File: config.mk
export PLATFORM = sky130hd
export DESIGN_NAME = safe_sync_fifo
export DESIGN_NICKNAME = d
export VERILOG_FILES = /design/src/rtl/fifo_pkg.sv /design/src/rtl/fifo_ram.sv /design/src/rtl/safe_sync_fifo.sv
export SDC_FILE = /design/constraint.sdc
export NUM_CORES = 1
export LEC_CHECK = 0
export CAP_MARGIN = 20
export CORE_MARGIN = 5
export CORE_UTILIZATION = 55
export DETAILED_ROUTE_END_ITERATION = 10
export PLACE_DENSITY = 0.74
export SLEW_MARGIN = 0
export SYNTH_ARGS = -nofsm -noshare
export SYNTH_HDL_FRONTEND = slang
export SYNTH_SLANG_ARGS = --single-unit
File: constraint.sdc
create_clock -name clk -period 5.85 [get_ports clk]
set_clock_uncertainty 0.15 [all_clocks]
set_input_delay 1.755 -clock clk [delete_from_list [all_inputs] [get_ports clk]]
set_output_delay 1.755 -clock clk [all_outputs]
set_load 0.1 [all_outputs]
File: src/rtl/fifo_pkg.sv
// Shared types and helpers for the safe single-clock FIFO.
package fifo_pkg;

    // Sticky protocol-violation flags reported by the FIFO.
    typedef struct packed {
        logic overflow;
        logic underflow;
    } fifo_err_t;

    // Width of an occupancy counter able to hold 0..depth inclusive.
    function automatic int cnt_w(input int depth);
        return $clog2(depth) + 1;
    endfunction

endpackage

File: src/rtl/fifo_ram.sv
// Storage for the safe FIFO: one write port and one synchronous read port.
// The array itself is never reset; only the registered read word is cleared.
module fifo_ram #(
    parameter int DEPTH = 16,
    parameter int WIDTH = 32
) (
    input  logic                     clk,
    input  logic                     rst_n,
    input  logic                     wr_en,
    input  logic [$clog2(DEPTH)-1:0] wr_addr,
    input  logic [WIDTH-1:0]         wr_data,
    input  logic                     rd_en,
    input  logic [$clog2(DEPTH)-1:0] rd_addr,
    output logic [WIDTH-1:0]         rd_data
);

    logic [WIDTH-1:0] mem [DEPTH];

    // Write the accepted word into its slot.
    always_ff @(posedge clk) begin
        if (wr_en) begin
            mem[wr_addr] <= wr_data;
        end
    end

    // Register the popped word; hold the last word when nothing is popped.
    always_ff @(posedge clk) begin
        if (!rst_n) begin
            rd_data <= '0;
        end else if (rd_en) begin
            rd_data <= mem[rd_addr];
        end
    end

endmodule

File: src/rtl/safe_sync_fifo.sv
// Single-clock FIFO that refuses illegal push/pop and records each violation
// in sticky flags. Optional embedded assertions: define SAFE_FIFO_SVA_EN.
module safe_sync_fifo
    import fifo_pkg::*;
#(
    parameter int DEPTH = 16,
    parameter int WIDTH = 32
) (
    input  logic                      clk,
    input  logic                      rst_n,
    input  logic                      push,
    input  logic [WIDTH-1:0]          data_in,
    input  logic                      pop,
    output logic [WIDTH-1:0]          data_out,
    output logic                      rd_valid,
    output logic                      full,
    output logic                      empty,
    output logic [cnt_w(DEPTH)-1:0]   count,
    output logic                      overflow,
    output logic                      underflow,
    input  logic                      err_clr
);

    localparam int AW = $clog2(DEPTH);
    localparam int CW = cnt_w(DEPTH);

    logic [AW-1:0] wr_ptr;
    logic [AW-1:0] rd_ptr;
    logic          push_ok;
    logic          pop_ok;
    fifo_err_t     err;

    // Status comes straight from the occupancy register, so it is never stale.
    assign full      = (count == CW'(DEPTH));
    assign empty     = (count == '0);
    assign push_ok   = push & ~full;
    assign pop_ok    = pop & ~empty;
    assign overflow  = err.overflow;
    assign underflow = err.underflow;

    fifo_ram #(
        .DEPTH (DEPTH),
        .WIDTH (WIDTH)
    ) u_ram (
        .clk     (clk),
        .rst_n   (rst_n),
        .wr_en   (push_ok),
        .wr_addr (wr_ptr),
        .wr_data (data_in),
        .rd_en   (pop_ok),
        .rd_addr (rd_ptr),
        .rd_data (data_out)
    );

    // Pointers, occupancy and read-valid; rejected requests leave them untouched.
    always_ff @(posedge clk) begin
        if (!rst_n) begin
            wr_ptr   <= '0;
            rd_ptr   <= '0;
            count    <= '0;
            rd_valid <= 1'b0;
        end else begin
            if (push_ok) begin
                wr_ptr <= wr_ptr + 1'b1;
            end
            if (pop_ok) begin
                rd_ptr <= rd_ptr + 1'b1;
            end
            case ({push_ok, pop_ok})
                2'b10:   count <= count + 1'b1;
                2'b01:   count <= count - 1'b1;
                default: count <= count;
            endcase
            rd_valid <= pop_ok;
        end
    end

    // Sticky violation flags; a fresh violation beats a simultaneous clear.
    always_ff @(posedge clk) begin
        if (!rst_n) begin
            err <= '0;
        end else begin
            err.overflow  <= (push & full)  | (err.overflow  & ~err_clr);
            err.underflow <= (pop  & empty) | (err.underflow & ~err_clr);
        end
    end

`ifdef SAFE_FIFO_SVA_EN
    a_count_range: assert property (@(posedge clk) disable iff (!rst_n)
        count <= CW'(DEPTH));
    a_not_full_and_empty: assert property (@(posedge clk) disable iff (!rst_n)
        !(full && empty));
    a_flag_decode: assert property (@(posedge clk) disable iff (!rst_n)
        ((count == '0) == empty) && ((count == CW'(DEPTH)) == full));
    a_count_known: assert property (@(posedge clk) disable iff (!rst_n)
        !$isunknown(count));
    a_data_known: assert property (@(posedge clk) disable iff (!rst_n)
        push_ok |-> !$isunknown(data_in));
    a_count_rule: assert property (@(posedge clk) disable iff (!rst_n)
        1'b1 |=> (count == CW'($past(count) + CW'($past(push_ok)) - CW'($past(pop_ok)))));
`endif

endmodule
==> key figures, run 1 <==
Run status
  • Status: finished, final reports clean

STA
  • Peak Freq: 203.7 MHz
  • Hold Fails Final Rpt: 0
  • RSZ-0062 raised after global routing: no
  • Final setup margin: about 0.94 ns
  • Worst-Margin Slew: 1.058 ns
  • Slew margin rel.: between 20% and 30%
  • Setup violators final: 0
  • TNS Setup: 0 ns
  • Final Max Slew Viols: 0
  • Fin Hold WS: 0.3404 ns
  • Post-route minimum period: approximately 5 ns
  • Tcrit/Tclk final: 83.91%

Routing
  • Antenna Violating Nets Remaining: 0
  • TritonRoute pass-1 iters: 5
  • Detailed-route vias per instance: 6.136
  • Routed WL per cell: 26.64 µm
  • Via count: 10,119
  • Total wire length: 43,920 µm
  • DRC: 0
  • 1st-iter DRT viols: 970

Critical path
  • Setup CP Type: flip-flop to primary output
  • Crit path arrival time: roughly 3.0 ns
  • Crit path from: count[1]
  • Worst EP required: 3.94 ns
  • Worst setup SP type: flip-flop
  • Reg-to-Reg Start: count[1]
  • R2r setup slk: 2.64 ns
  • CP Capture Type: primary output
  • Crit-path max FO: 10

Placed design
  • DP Area: 0.02278 mm²
  • Detailed placement HPWL: approximately 25,000 µm
  • DP Cell Count: 1,548
  • GPL Wtd Cong: 0.7409
  • Pre-CTS setup slack: 1.071 ns
  • Buffers on Ports: 78

Final layout
  • Fillers: 2,566
  • Multi-input logic area: 0.004752 mm²
  • Post-route cell area: 0.02453 mm²
  • Area grow syn2layout: 15.11%
  • Fin cells: 1,649
  • Diode count: 0
  • Share of cells above drive strength 1: a little under a quarter
  • Storage cell area: 0.01635 mm²
  • Final #Nets: between 1,000 and 1,500

Clock network
  • Hold-fix buffers, CTS: 0
  • Inserted Clock Buffers: 54
  • TritonCTS clock tree: built
  • Post-CTS Resized: 0
  • CTS HTree Levels: 2
  • Setup bufs post-CTS: 0
  • CTS root buf: clkbuf_16
  • Clk slew on worst S/H paths: 0.06 ns
  • CTS max path bufs: 3
  • CTS Sinks: 560
  • Clock latency on the worst-skew pair: 0.60 ns

Worst hold path
  • Hold path start: u_ram.rd_data[27]
  • HP Class: flip-flop to flip-flop

Synth
  • Register area share after synthesis: 76.65%
  • Synth Net Count: 1,032
  • Netlist cell types: 42
  • #FFs+latches synth: 560
  • Most used DFF post-synth: edfxtp_1
  • Cell area after synthesis: 0.02131 mm²
  • Syn_area_per_cell: 21.61 µm²
  • Yosys warns: 0
  • Mapped Cells: ~1,000
  • Asr flop ratio synth: 0%
  • EDFF count, synth: ~510

Run
  • Max-Cap Viols: 0

Global route
  • Initial antenna violation count: 0
  • Gr ovfl total: 0
  • Tot GR Track Use: 21.22%
  • First-pass GRT wire length: 66,990 µm
  • Number of global-route vias before repair: 10,711
  • Largest net degree at the start of global routing: 75

Power
  • Logic gate share of total power: 22.9%
  • Power density over the cells: 432.3 mW/mm²
  • Cell Int Power: 0.007387 W
  • LEAKAGE: 7.492 nW
  • Peak supply drop: 254.6 µV
  • Switching power: 0.003217 W
  • Clk pwr share: approximately 32%
  • Flop pwr share: 45.1%
  • Switching Share: 30.34%

Floorplanning
  • Die height: 206.8 µm
  • Row cnt: just over 70
  • Initial core utilization: a little under three fifths
  • I/O pins: between 70 and 80
  • Area of the core: ~0.038 mm²
  • Chip width: 206.8 µm
  • Die ar.: 0.04278 mm²
==> metal layers <==
| metal | track usage (%) | wire length (µm) |
|---|---|---|
| met1 | 30.18 | 18360 |
| met5 | 0 | 0 |
| met4 | 5.996 | 1023 |
| met2 | 34.86 | 21950 |
| met3 | 3.499 | 2592 |
==> critical path, stage by stage, from the launching register on <==
cell and delay (ns):
dfxtp_1 0.41, or4_4 0.61, nor2_1 0.22, clkdlybuf4s50_1 1.18
==> synth_stat cells, drive strengths merged, types with 8 or more instances <==
| master | n | share of area, % |
|---|---|---|
| dfxtp | 48 | 4.5 |
| buf | 35 | 1.0 |
| mux2i | 66 | 3.1 |
| o221ai | 32 | 1.4 |
| clkbuf | 26 | 0.46 |
| inv | 8 | 0.15 |
| ha | 9 | 0.53 |
| mux4 | 128 | 14 |
| nand3 | 37 | 0.93 |
| nor2 | 28 | 0.49 |
| edfxtp | 512 | 72 |
==> logic make-up after synthesis <==
group / share of synthesized area [%]
xor+xnor: 0.3288
simple gates: 2.155
mux: 16.63
compound gates: 2.102
buf+inv: 1.609
fa+ha+maj: 0.5284
flops: 76.65
==> final timing paths <==
| path | to | cells after the start |
|---|---|---|
| worst min-delay path | u_ram.rd_data[27] | 2 |
| worst max register to register | u_ram.rd_data[9] | 5 |
| worst min register to register | u_ram.rd_data[27] | 2 |
| worst max-delay path | full | 3 |
==> sequential cells by signal, summed over array words and instances (netlist names) <==
| name | cells |
|---|---|
| count | 5 |
| overflow | 1 |
| rd_ptr | 4 |
| rd_valid | 1 |
| u_ram.mem | 512 |
| u_ram.rd_data | 32 |
| underflow | 1 |
| wr_ptr | 4 |
==> layout by cell type, fill, tap and decap left out, drive strengths merged, types with 5 or more instances in the layout <==
master | synthesis | final
ha | 9 | 9
nand3 | 37 | 37
a21oi | 5 | 5
mux2i | 66 | 66
o221ai | 32 | 32
clkbuf | 26 | 75
edfxtp | 512 | 512
nor2 | 28 | 28
clkinv | 0 | 21
nor3 | 5 | 5
dfxtp | 48 | 48
buf | 35 | 28
clkdlybuf4s50 | 0 | 77
mux4 | 128 | 128
xor2 | 6 | 6
inv | 8 | 8
nand2 | 6 | 6
==> area by class of cell <==
class	instances	share of cell area, %
Clock buffer	75	6.121
Clock inverter	26	1.005
Inverter	8	0.1326
Multi-Input combinational cell	357	19.37
Sequential cell	560	66.64
Tap cell	518	2.642
Timing Repair Buffer	105	4.091
==> stage by stage <==
stage                     total power, W  utilization [%]
after global placement          0.007274            59.23
after CTS                        0.01069            63.77
after detailed placement        0.007308            59.23
after global routing             0.01100            63.77
final                            0.01060            63.77
after floorplan                 0.006662                -
==> power by group through the flow <==
stage	Clock [W]	Sequential [W]	Combinational (W)
6_report	0.00340	0.00478	0.00242
2_1_floorplan	0	0.00551	0.00115
3_3_place_gp	0	0.00486	0.00242
5_1_grt	0.00364	0.00481	0.00255
4_1_cts	0.00345	0.00478	0.00245
3_5_place_dp	0	0.00486	0.00244
Power figures use the tool's default switching activity.
==> run 2, diff against run 1 <==
--- a/config.mk
+++ b/config.mk
@@ -9,7 +9,7 @@
 export CORE_MARGIN = 5
 export CORE_UTILIZATION = 55
 export DETAILED_ROUTE_END_ITERATION = 10
-export PLACE_DENSITY = 0.74
+export PLACE_DENSITY = 0.77
 export SLEW_MARGIN = 0
 export SYNTH_ARGS = -nofsm -noshare
 export SYNTH_HDL_FRONTEND = slang
==> constraint.sdc (replaced) <==
create_clock -name clk -period 4.09 [get_ports clk]
set_clock_uncertainty 0.15 [all_clocks]
set_input_delay 1.227 -clock clk [delete_from_list [all_inputs] [get_ports clk]]
set_output_delay 1.227 -clock clk [all_outputs]
set_load 0.1 [all_outputs]
==> key figures, run 2 (synthesis results as in run 1) <==
Clock network
  • CTS Sinks: 560
  • CTS root buf: clkbuf_16
  • Clk slew on worst S/H paths: 0.06 ns
  • CTS max path bufs: 3
  • TritonCTS clock tree: built
  • Hold-fix buffers, CTS: 0
  • Post-CTS Resized: 0
  • Inserted Clock Buffers: 53
  • CTS HTree Levels: 2
  • Clock latency on the worst-skew pair: 0.57 ns
  • Setup bufs post-CTS: 0

Routing
  • Total wire length: around 44,000 µm
  • Routed WL per cell: 26.67 µm
  • Antenna Violating Nets Remaining: 0
  • TritonRoute pass-1 iters: 7
  • Met3 wire len: 3127 µm
  • WL met2: between 20,000 and 25,000 µm
  • DRC: 0
  • 1st-iter DRT viols: roughly 1,100
  • Highest routed metal layer: met4
  • M1 wire length: 17,370 µm
  • Via count: 10,207
  • Detailed-route vias per instance: 6.160

Power
  • Peak supply drop: 325.7 µV
  • Power density over the cells: 612.0 mW/mm²
  • LEAKAGE: around 7.6 nW

Final layout
  • Commonest cells after routing, fill and taps aside: 512 x edfxtp_1, 128 x mux4_2, 68 x buf_4, 66 x mux2i_1, 55 x clkbuf_16
  • Commonest non-fill, non-tap cell in the layout: edfxtp_1
  • Fillers: 2,535
  • Multi-input logic area: 0.004776 mm²
  • Max reg flops: ~510
  • Post-route cell area: 0.02462 mm²
  • Area grow syn2layout: 15.52%
  • Most flop-heavy register: u_ram.mem
  • Share of cells above drive strength 1: 27.04%
  • Diode count: 0
  • Storage cell area: ~0.016 mm²
  • Top Registers: u_ram.mem: 512 flops, u_ram.rd_data: 32 flops, count: 5 flops
  • Final #Nets: 1,143
  • Fin cells: 1,657

Floorplanning
  • Area of the core: roughly 0.038 mm²
  • Die ar.: about 0.043 mm²
  • Row cnt: 72
  • Chip width: 206.8 µm
  • Die height: about 210 µm
  • Initial core utilization: between 50 and 60%
  • I/O pins: between 70 and 80

STA
  • RSZ-0062 raised after global routing: no
  • Final Max Slew Viols: 0
  • Setup violators final: 0
  • Worst-Margin Slew: about 1.1 ns
  • Tcrit/Tclk final: 84.10%
  • Final setup margin: 0.6502 ns
  • TNS Setup: 0 ns
  • Slew margin rel.: 25.54%
  • Post-route minimum period: 3.440 ns
  • Hold Fails Final Rpt: 0
  • Fin Hold WS: 0.3420 ns
  • Peak Freq: 290.7 MHz

Placed design
  • Buffers on Ports: 78
  • DP Cell Count: 1,560
  • GPL Wtd Cong: 0.7507
  • DP Area: 0.02292 mm²
  • Pre-CTS setup slack: between 0.3 and 0.4 ns
  • Detailed placement HPWL: 24,290 µm

Worst hold path
  • HP Class: flip-flop to flip-flop

Run
  • Max-Cap Viols: 0

Global route
  • Largest net degree at the start of global routing: 52
  • Gr ovfl total: 0
  • Initial antenna violation count: 0
  • First-pass GRT wire length: 66,230 µm
  • Number of global-route vias before repair: 10,478
  • Tot GR Track Use: 21.06%

Run status
  • Status: finished, final reports clean

Critical path
  • Worst setup SP type: flip-flop
  • Crit path arrival time: 2.06 ns
  • Crit-path max FO: 10
  • Worst EP required: 2.71 ns
  • Setup CP Type: flip-flop to primary output
  • CP Capture Type: primary output
[run 2: path summary, 6_finish.rpt]
path                    startpoint                to  slack [ns]  cells past startpoint
setup / recovery          count[1]              full        0.65                      3
hold / removal    u_ram.rd_data[0]  u_ram.rd_data[0]        0.34                      2
setup reg to reg          count[1]  u_ram.rd_data[6]        1.12                      6
hold reg to reg   u_ram.rd_data[0]  u_ram.rd_data[0]        0.34                      2
[run 2: area by class of cell]
type                    count  share of cell area (%)
clock buffers              80                   6.256
repair buffers            117                   4.533
clock inverters            17                  0.6505
flip-flops and latches    560                   66.40
well taps                 518                   2.633
inverters                   8                  0.1321
multi-input cells         357                   19.40
[run 2: where the power goes]
part           internal [W]  total [W]  switching (W)
registers           0.00657    0.00688       0.000308
clock network       0.00278    0.00476        0.00198
logic               0.00116    0.00343        0.00227
[run 2: through the flow]
step           util (%)  total power [W]
2_1_floorplan         -         0.009525
3_3_place_gp      59.58          0.01036
3_5_place_dp      59.58          0.01044
4_1_cts           64.00          0.01519
5_1_grt           64.00          0.01560
6_report          64.00          0.01507
[run 2: layer usage]
layer	GRT usage, %	vias to the layer above
li1	-	4337
met1	29.47	5400
met2	35.87	413
met3	3.328	57
met4	4.674	0
met5	0	-
[run 2: critical path: stages, from the launching register on]
cell	delay [ns]
dfxtp_1	0.41
or4_4	0.61
nor2_1	0.16
buf_4	0.31
